==> src/rtl/audio_pkg.sv <==
// Shared pan codes and mixer FSM state type for the audio datapath.
package audio_pkg;

   localparam logic [1:0] PAN_MUTE   = 2'b00;
   localparam logic [1:0] PAN_RIGHT  = 2'b01;
   localparam logic [1:0] PAN_LEFT   = 2'b10;
   localparam logic [1:0] PAN_CENTRE = 2'b11;

   typedef enum logic [1:0] {
      StIdle,
      StAccum,
      StOutput
   } mix_state_e;

endpackage

==> src/rtl/sat_clip.sv <==
// Signed saturating narrower: clamps a wide signed value into OUT_W bits.
module sat_clip #(
   parameter int unsigned IN_W  = 19,
   parameter int unsigned OUT_W = 16
) (
   input  logic signed [IN_W-1:0]  data_i,
   output logic signed [OUT_W-1:0] data_o
);

   localparam logic signed [IN_W-1:0] MAX_V = {{(IN_W-OUT_W+1){1'b0}}, {(OUT_W-1){1'b1}}};
   localparam logic signed [IN_W-1:0] MIN_V = {{(IN_W-OUT_W+1){1'b1}}, {(OUT_W-1){1'b0}}};

   always_comb begin
      if (data_i > MAX_V) begin
         data_o = {1'b0, {(OUT_W-1){1'b1}}};
      end else if (data_i < MIN_V) begin
         data_o = {1'b1, {(OUT_W-1){1'b0}}};
      end else begin
         data_o = data_i[OUT_W-1:0];
      end
   end

endmodule

==> src/rtl/stereo_mixer.sv <==
// Sequential stereo/mono voice mixer: one channel accumulated per cycle, saturated output.
module stereo_mixer
   import audio_pkg::*;
#(
   parameter int unsigned NUM_CH   = 3,
   parameter int unsigned SAMPLE_W = 16,
   parameter int unsigned SHIFT    = 2
) (
   input  logic                         clk_in,
   input  logic                         rst_in,
   input  logic [NUM_CH*SAMPLE_W-1:0]   sample_in,
   input  logic [2*NUM_CH-1:0]          pan_in,
   input  logic                         stereo_on,
   input  logic                         sample_valid_in,
   output logic                         ready_out,
   output logic signed [SAMPLE_W-1:0]   sample_l,
   output logic signed [SAMPLE_W-1:0]   sample_r,
   output logic                         sample_valid_out,
   output logic                         overrun_out
);

   localparam int unsigned ACC_W = SAMPLE_W + $clog2(NUM_CH) + 1;
   localparam int unsigned CNT_W = $clog2(NUM_CH);
   localparam logic [CNT_W-1:0] LAST_CH = CNT_W'(NUM_CH - 1);

   mix_state_e                   state_q, state_d;
   logic [CNT_W-1:0]             cnt_q, cnt_d;
   logic [NUM_CH*SAMPLE_W-1:0]   samp_q, samp_d;
   logic [2*NUM_CH-1:0]          pan_q, pan_d;
   logic                         stereo_q, stereo_d;
   logic signed [ACC_W-1:0]      acc_l_q, acc_l_d, acc_r_q, acc_r_d;
   logic                         flush_q, flush_d;
   logic                         valid_q, valid_d;
   logic signed [SAMPLE_W-1:0]   sample_l_q, sample_l_d, sample_r_q, sample_r_d;
   logic                         overrun_q, overrun_d;

   logic signed [SAMPLE_W-1:0]   cur_s;
   logic [1:0]                   cur_pan;
   logic signed [ACC_W-1:0]      s_ext, s_half, add_l, add_r;
   logic signed [ACC_W-1:0]      shift_l, shift_r;
   logic signed [SAMPLE_W-1:0]   sat_l, sat_r;

   assign cur_s   = samp_q[32'(cnt_q) * SAMPLE_W +: SAMPLE_W];
   assign cur_pan = pan_q[32'(cnt_q) * 2 +: 2];
   assign s_ext   = {{(ACC_W-SAMPLE_W){cur_s[SAMPLE_W-1]}}, cur_s};
   assign s_half  = s_ext >>> 1;
   assign shift_l = acc_l_q >>> SHIFT;
   assign shift_r = acc_r_q >>> SHIFT;

   sat_clip #(.IN_W(ACC_W), .OUT_W(SAMPLE_W)) u_sat_l (.data_i(shift_l), .data_o(sat_l));
   sat_clip #(.IN_W(ACC_W), .OUT_W(SAMPLE_W)) u_sat_r (.data_i(shift_r), .data_o(sat_r));

   always_comb begin
      add_l = '0;
      add_r = '0;
      if (!stereo_q) begin
         if (cur_pan != PAN_MUTE) begin
            add_l = s_ext;
            add_r = s_ext;
         end
      end else begin
         unique case (cur_pan)
            PAN_LEFT:   add_l = s_ext;
            PAN_RIGHT:  add_r = s_ext;
            PAN_CENTRE: begin
               add_l = s_half;
               add_r = s_half;
            end
            default: ;
         endcase
      end
   end

   always_comb begin
      state_d    = state_q;
      cnt_d      = cnt_q;
      samp_d     = samp_q;
      pan_d      = pan_q;
      stereo_d   = stereo_q;
      acc_l_d    = acc_l_q;
      acc_r_d    = acc_r_q;
      flush_d    = 1'b0;
      valid_d    = 1'b0;
      sample_l_d = sample_l_q;
      sample_r_d = sample_r_q;
      overrun_d  = overrun_q | (sample_valid_in && (state_q != StIdle));

      // Results land one cycle after OUTPUT so the pulse coincides with the next accept slot.
      if (flush_q) begin
         sample_l_d = sat_l;
         sample_r_d = sat_r;
         valid_d    = 1'b1;
      end

      case (state_q)
         StIdle: begin
            if (sample_valid_in) begin
               samp_d   = sample_in;
               pan_d    = pan_in;
               stereo_d = stereo_on;
               acc_l_d  = '0;
               acc_r_d  = '0;
               cnt_d    = '0;
               state_d  = StAccum;
            end
         end
         StAccum: begin
            acc_l_d = acc_l_q + add_l;
            acc_r_d = acc_r_q + add_r;
            cnt_d   = cnt_q + 1'b1;
            if (cnt_q == LAST_CH) begin
               state_d = StOutput;
            end
         end
         StOutput: begin
            flush_d = 1'b1;
            state_d = StIdle;
         end
         default: state_d = StIdle;
      endcase
   end

   always_ff @(posedge clk_in) begin
      if (rst_in) begin
         state_q    <= StIdle;
         cnt_q      <= '0;
         samp_q     <= '0;
         pan_q      <= '0;
         stereo_q   <= 1'b0;
         acc_l_q    <= '0;
         acc_r_q    <= '0;
         flush_q    <= 1'b0;
         valid_q    <= 1'b0;
         sample_l_q <= '0;
         sample_r_q <= '0;
         overrun_q  <= 1'b0;
      end else begin
         state_q    <= state_d;
         cnt_q      <= cnt_d;
         samp_q     <= samp_d;
         pan_q      <= pan_d;
         stereo_q   <= stereo_d;
         acc_l_q    <= acc_l_d;
         acc_r_q    <= acc_r_d;
         flush_q    <= flush_d;
         valid_q    <= valid_d;
         sample_l_q <= sample_l_d;
         sample_r_q <= sample_r_d;
         overrun_q  <= overrun_d;
      end
   end

   assign ready_out        = (state_q == StIdle);
   assign sample_l         = sample_l_q;
   assign sample_r         = sample_r_q;
   assign sample_valid_out = valid_q;
   assign overrun_out      = overrun_q;

endmodule

==> config.mk <==
export PLATFORM = sky130hd
export DESIGN_NAME = stereo_mixer
export DESIGN_NICKNAME = d
export VERILOG_FILES = /design/src/rtl/audio_pkg.sv /design/src/rtl/sat_clip.sv /design/src/rtl/stereo_mixer.sv
export SDC_FILE = /design/constraint.sdc
export NUM_CORES = 1
export LEC_CHECK = 0
export ABC_CLOCK_PERIOD_IN_PS = 3600
export CELL_PAD_IN_SITES_DETAIL_PLACEMENT = 1
export CELL_PAD_IN_SITES_GLOBAL_PLACEMENT = 1
export CORE_MARGIN = 4
export CORE_UTILIZATION = 37
export CTS_CLUSTER_DIAMETER = 30
export DETAILED_ROUTE_END_ITERATION = 6
export GPL_ROUTABILITY_DRIVEN = 0
export PLACE_DENSITY = 0.89
export SYNTH_ARGS = -nofsm -noshare
export SYNTH_HDL_FRONTEND = slang
export SYNTH_SLANG_ARGS = --single-unit
export TNS_END_PERCENT = 20
==> constraint.sdc <==
create_clock -name clk_in -period 3.6 [get_ports clk_in]
set_input_delay 0.54 -clock clk_in [delete_from_list [all_inputs] [get_ports clk_in]]
set_output_delay 0.54 -clock clk_in [all_outputs]
set_load 0.01 [all_outputs]
# Word level (Yosys, flattened, before mapping)
# Cells that the tools add are included.
# totals
mem_count,0
mem_bits_rw,0
latchBits,0
elab_cells,57
rom_bits,0
reg_bits,132
# op_classes
bitwise_logic,1
shift,2
n_lt_le_gt_ge,4
n_reduce_logical,8
mux,19
add_sub_neg,3
n_mul,0
eq_ne,8
n_div,0
# ops
operator,count
one-hot mux 19 bit (2 select lines),4
2-to-1 mux 19 bit,4
2-to-1 mux 16 bit,4
indexed part select 48 x 7 -> 16 bit,1
adder 19 bit,2
greater-than comparator 17 x 16 -> 1 bit (second input constant),2
less-than comparator 17 x 16 -> 1 bit (second input constant),2
== test 2 bit (second input constant),4
one-hot mux 2 bit (2 select lines),2
2-to-1 mux 2 bit,3
AND reduction 2 bit,3
nonzero test 2 bit,3
indexed part select 6 x 4 -> 2 bit,1
== test 2 x 1 -> 1 bit (second input constant),2
!= test 2 bit (second input constant),2
adder 2 x 1 -> 2 bit (second input constant),1
zero test 2 bit,1
2-to-1 mux 1 bit,2
logical AND 1 bit,1
bitwise OR 1 bit,1

# Longest topological paths before layout
# depth
depth_word,6
mapped_depth,17
ltp_nobuf,16

# Modules after synthesis
# Synthesis repeated with hierarchy kept, for this count alone.
# unflattened
cells_unflattened,1070
hier_area_um2,8096.5
# by_module_without_submodules
module,instances,cells_per_inst,area_per_inst_um2,seq_area_each_um2
stereo_mixer,1,958,7348.3,2642.5
sat_clip,2,56,374.1,0.0

# Least setup slack after synthesis
# Ideal clock, no wire load.
# synth_timing
kind,register -> register
start,register cnt_q[0]
end,register acc_r_q[18]
path_stages_with_launch,18
path_slack_ps,33
arrival_time_ps,3447
setup_ps,120
required_time_ps,3480
cell_sequence,dfxtp_1 > nor2b_1 > clkbuf_1 > clkbuf_1 > nand2_1 > o21ai_0 > a22oi_1 > o22ai_1 > ha_1 > inv_1 > fa_1 > nand2b_1 > a21o_1 > a211o_1 > a21oi_1 > o21ai_0 > and4_1 > a211o_1
# synth_between
elab_chain_len,6
word_cells_on_any_way,10
# synth_lines
item,line_no,source
"start, declared",stereo_mixer.sv:27,"logic [CNT_W-1:0] cnt_q, cnt_d;"
"start signal, assigned",stereo_mixer.sv:139,cnt_q <= cnt_d;
"parallel branches: the longest is 3 deep, another holds indexed part select 48 x 7 -> 16 bit",n/a,
2-to-1 mux 19 bit (*),stereo_mixer.sv:56,if (!stereo_q) begin
adder 19 bit (*),stereo_mixer.sv:109,acc_r_d = acc_r_q + add_r;
one-hot mux 19 bit (2 select lines) (*),stereo_mixer.sv:95,case (state_q)
"end signal, assigned",stereo_mixer.sv:144,acc_r_q <= acc_r_d;
"end, declared",stereo_mixer.sv:31,"logic signed [ACC_W-1:0] acc_l_q, acc_l_d, acc_r_q, acc_r_d;"
# Mark *: on every way between the ends.
# A chain may end at the register's enable or synchronous reset.

# Final worst setup path
# layout_timing
start,register cnt_q[1]
end,register acc_l_q[18]
# layout_between
elab_chain_len,6
word_cells_on_any_way,10
# layout_lines
item,line_no,source
"parallel branches: the longest is 3 deep, another holds indexed part select 48 x 7 -> 16 bit",n/a,
2-to-1 mux 19 bit (*),stereo_mixer.sv:56,
adder 19 bit (*),stereo_mixer.sv:108,acc_l_d = acc_l_q + add_l;
one-hot mux 19 bit (2 select lines) (*),stereo_mixer.sv:95,
"end signal, assigned",stereo_mixer.sv:143,acc_l_q <= acc_l_d;
"end, declared",stereo_mixer.sv:31,
# Marks and branches as above.

==> flow_metrics.py <==
metrics = {
    "run_status": {
        "outcome": "finished, violations left",
        "violations": "negative setup slack",
    },
    "timing": {
        "max_freq_ghz": 0.271,
        "fin_tns_setup_ns": -0.223,
        "period_minus_slack_ns": 3.69,
        "min_period_over_period": 1.03,
        "setup_ws_ns": -0.0900,
        "setup-violations-final": 4,
        "fin_skew_ns": 0.0132,
        "hold_violations": 0,
        "worst_pin_slew_ns": 1.16,
        "rsz0062_at_grt": "true",
        "slew_headroom": 0.229,
        "final_max_slew_viol_count": 0,
    },
    "synthesis": {
        "ys_types": 49,
        "synth_edf_count": 0,
        "synth_cells": 1030,
        "syn_area_um2": 7540,
        "syn_area_per_cell_um2": 7.32,
        "syn_nets": 1129,
        "synth_seq_cells": 132,
        "ys.flop_type": "dfxtp_1",
        "synth_warnings": 0,
        "async_flop_share": 0,
        "seq_area_frac_synth": 0.350,
    },
    "detailed_routing": {
        "drc_errors": 0,
        "vias_per_cell": 5.87,
        "drt-total-wl_mm": 28.5,
        "first_iter_violations": 749,
        "avgRoutedWirePerCell_um": 20.3,
        "ant_nets": 0,
        "dr.pass1.iters": 5,
        "vias": 8245,
    },
    "cells_and_area": {
        "syn_to_final_growth_pct": 31.5,
        "stdcell_area_um2": 9920,
        "final_common_cell": "nand2_1",
        "fin_nets": 1226,
        "final_cell_mix": "nand2_1 (197), a21oi_1 (142), nor2_1 (132)",
        "layout-drive-gt1-share": 0.139,
        "diodes": 0,
        "utilization": 0.501,
    },
    "worst_setup_path": {
        "cp-end-kind": "flip-flop",
        "crit_top_cell": "nor2_1",
        "critical_path_class": "flip-flop to flip-flop",
        "worstPathCellList": "buf_12 -> mux2_4 -> nor2_1 -> nor2_1 -> buf_4 -> buf_4 -> nor2_1 -> a21oi_1 -> ha_1 -> a21oi_2 -> nand2b_1 -> o21ai_2 -> a21oi_2 -> or3_4 -> and4_1 -> a211o_1",
        "rr_endpoint": "acc_l_q[18]$_SDFFE_PP0P_",
        "reg2reg_slack_ns": -0.09,
        "critical_path.slowest_cell": "dfxtp_4",
        "cp.required_ns": 3.93,
        "worstSetupStartpointType": "flip-flop",
        "critPathMaxFanout": 11,
        "r2r_start": "cnt_q[1]$_SDFFE_PP0P_",
        "cpPeakStageDelay_ns": 0.44,
        "cp_data_arrival_time_ns": 4.02,
        "reg2reg_depth": 16,
    },
    "floorplan": {
        "dieArea_um2": 22700,
        "start_util": 0.381,
        "num_io_pins": 93,
        "die-height_um": 151,
        "core-area_um2": 19800,
        "fp-row-count": 51,
        "die_x_um": 151,
    },
    "clock_network": {
        "cts_tree": "yes",
        "clkTransAtPathRegs_ns": 0.08,
        "cts_buffers": 17,
        "clockBufferDepth": 2,
        "cts.sinks": 132,
        "cts_root_buf": "clkbuf_16",
        "insertion_delay_ns": 0.44,
        "htree_levels": 4,
    },
    "place": {
        "hpwlAfterDp_mm": 17.3,
        "io_buffers": 92,
        "pre_cts_slack_ns": -0.104,
        "dpl_cell_area_um2": 8860,
    },
    "global_routing": {
        "grt_pass1_vias": 8076,
        "grt_first_pass_wirelength_mm": 41.2,
        "track_usage": 0.226,
        "antenna_found_initial": 0,
        "overflow": 0,
        "grt_max_degree": 69,
    },
    "hold_path": {
        "worstHoldPathCells": 2,
        "min_path_type": "flip-flop to flip-flop",
        "min_from": "samp_q[11]$_SDFFE_PP0P_",
        "hold_end": "samp_q[11]$_SDFFE_PP0P_",
    },
    "job": {
        "drv_cap": 0,
    },
    "power": {
        "powerDensity_nw_per_um2": 425,
        "finalPower_mw": 4.21,
        "peakVddDrop_uv": 315,
        "p_leak_nw": 3.63,
    },
}
[Yosys cell counts, drive strengths merged (9+ instances only)]
cell type,count,area share
nand2,198,0.099
xor2,13,0.015
inv,14,0.0070
xnor2,15,0.017
clkbuf,64,0.032
a21oi,161,0.11
a31oi,15,0.012
o21ai,64,0.042
nor2,138,0.069
dfxtp,132,0.35
ha,39,0.065
mux2i,21,0.031
a311oi,30,0.035
nand3,23,0.015
nand2b,9,0.0075
[what timing repair did]
action	in CTS	in global routing
cloned	0	2
endpoints found under the setup margin	11	17
setup buffers	3	12
hold buffers	0	0
pin swaps	0	22
gates resized for setup	16	59
endpoints found under the hold margin	0	0
[area by class of cell]
cell class	count	area, um2
Clock buffer	17	425
Fill cell	2440	9860
Clock inverter	15	176
Inverter	14	56.3
Multi-Input combinational cell	812	4830
Sequential cell	132	2650
Timing Repair Buffer	150	1450
Tap cell	265	332
[through the flow]
stage / hold WS, ns / std cells
after global placement: 0.442 / 1356
after detailed placement: 0.448 / 1356
final: 0.455 / 1405
after global routing: 0.479 / 1405
after floorplan: 0.432 / 1030
after CTS: 0.458 / 1391
[power breakdown]
group	switching, mW	internal [mW]	total (mW)
Combinational	0.503	0.331	0.834
Sequential	0.0571	1.52	1.58
Clock	0.854	0.946	1.80
Total	1.41	2.80	4.21
[kinds of logic after synthesis]
family	share of synthesized area
simple gates	0.222
compound gates	0.247
flops	0.350
buf+inv	0.0440
fa+ha+maj	0.0700
xor+xnor	0.0325
mux	0.0347
[sequential cells by signal (all words and copies together), names as in the netlist]
signal            cells
cnt_q                 2
sample_valid_out      1
overrun_out           1
state_q               2
samp_q               48
stereo_q              1
sample_r             16
acc_r_q              19
sample_l             16
pan_q                 6
flush_q               1
acc_l_q              19
[per-layer routing]
| layer | vias up | global-route usage | share of wire |
|---|---|---|---|
| li1 | 3801 | - | - |
| met1 | 4021 | 0.277 | 0.41 |
| met2 | 327 | 0.398 | 0.50 |
| met3 | 96 | 0.0428 | 0.056 |
| met4 | 0 | 0.0739 | 0.036 |
| met5 | - | 0 | 0 |
[critical path, delay by kind of cell (launching register included)]
family	cells	cell delay, ns
buffers and inverters	3	0.51
flip-flops	1	0.44
AND/OR/NAND/NOR	6	1.07
multiplexers	1	0.32
adder cells (fa/ha/maj)	1	0.33
AO/OA/AOI/OAI	5	0.88
[worst max path at each step]
stage	startpoint	end
after global routing	cnt_q[1]$_SDFFE_PP0P_	acc_r_q[18]$_SDFFE_PP0P_
after global placement	cnt_q[1]$_SDFFE_PP0P_	acc_r_q[18]$_SDFFE_PP0P_
after CTS	cnt_q[1]$_SDFFE_PP0P_	acc_l_q[18]$_SDFFE_PP0P_
after detailed placement	cnt_q[1]$_SDFFE_PP0P_	acc_r_q[18]$_SDFFE_PP0P_
after floorplan	cnt_q[0]$_SDFFE_PP0P_	acc_r_q[18]$_SDFFE_PP0P_
final	cnt_q[1]$_SDFFE_PP0P_	acc_l_q[18]$_SDFFE_PP0P_
(Power assumes the default switching activity.)
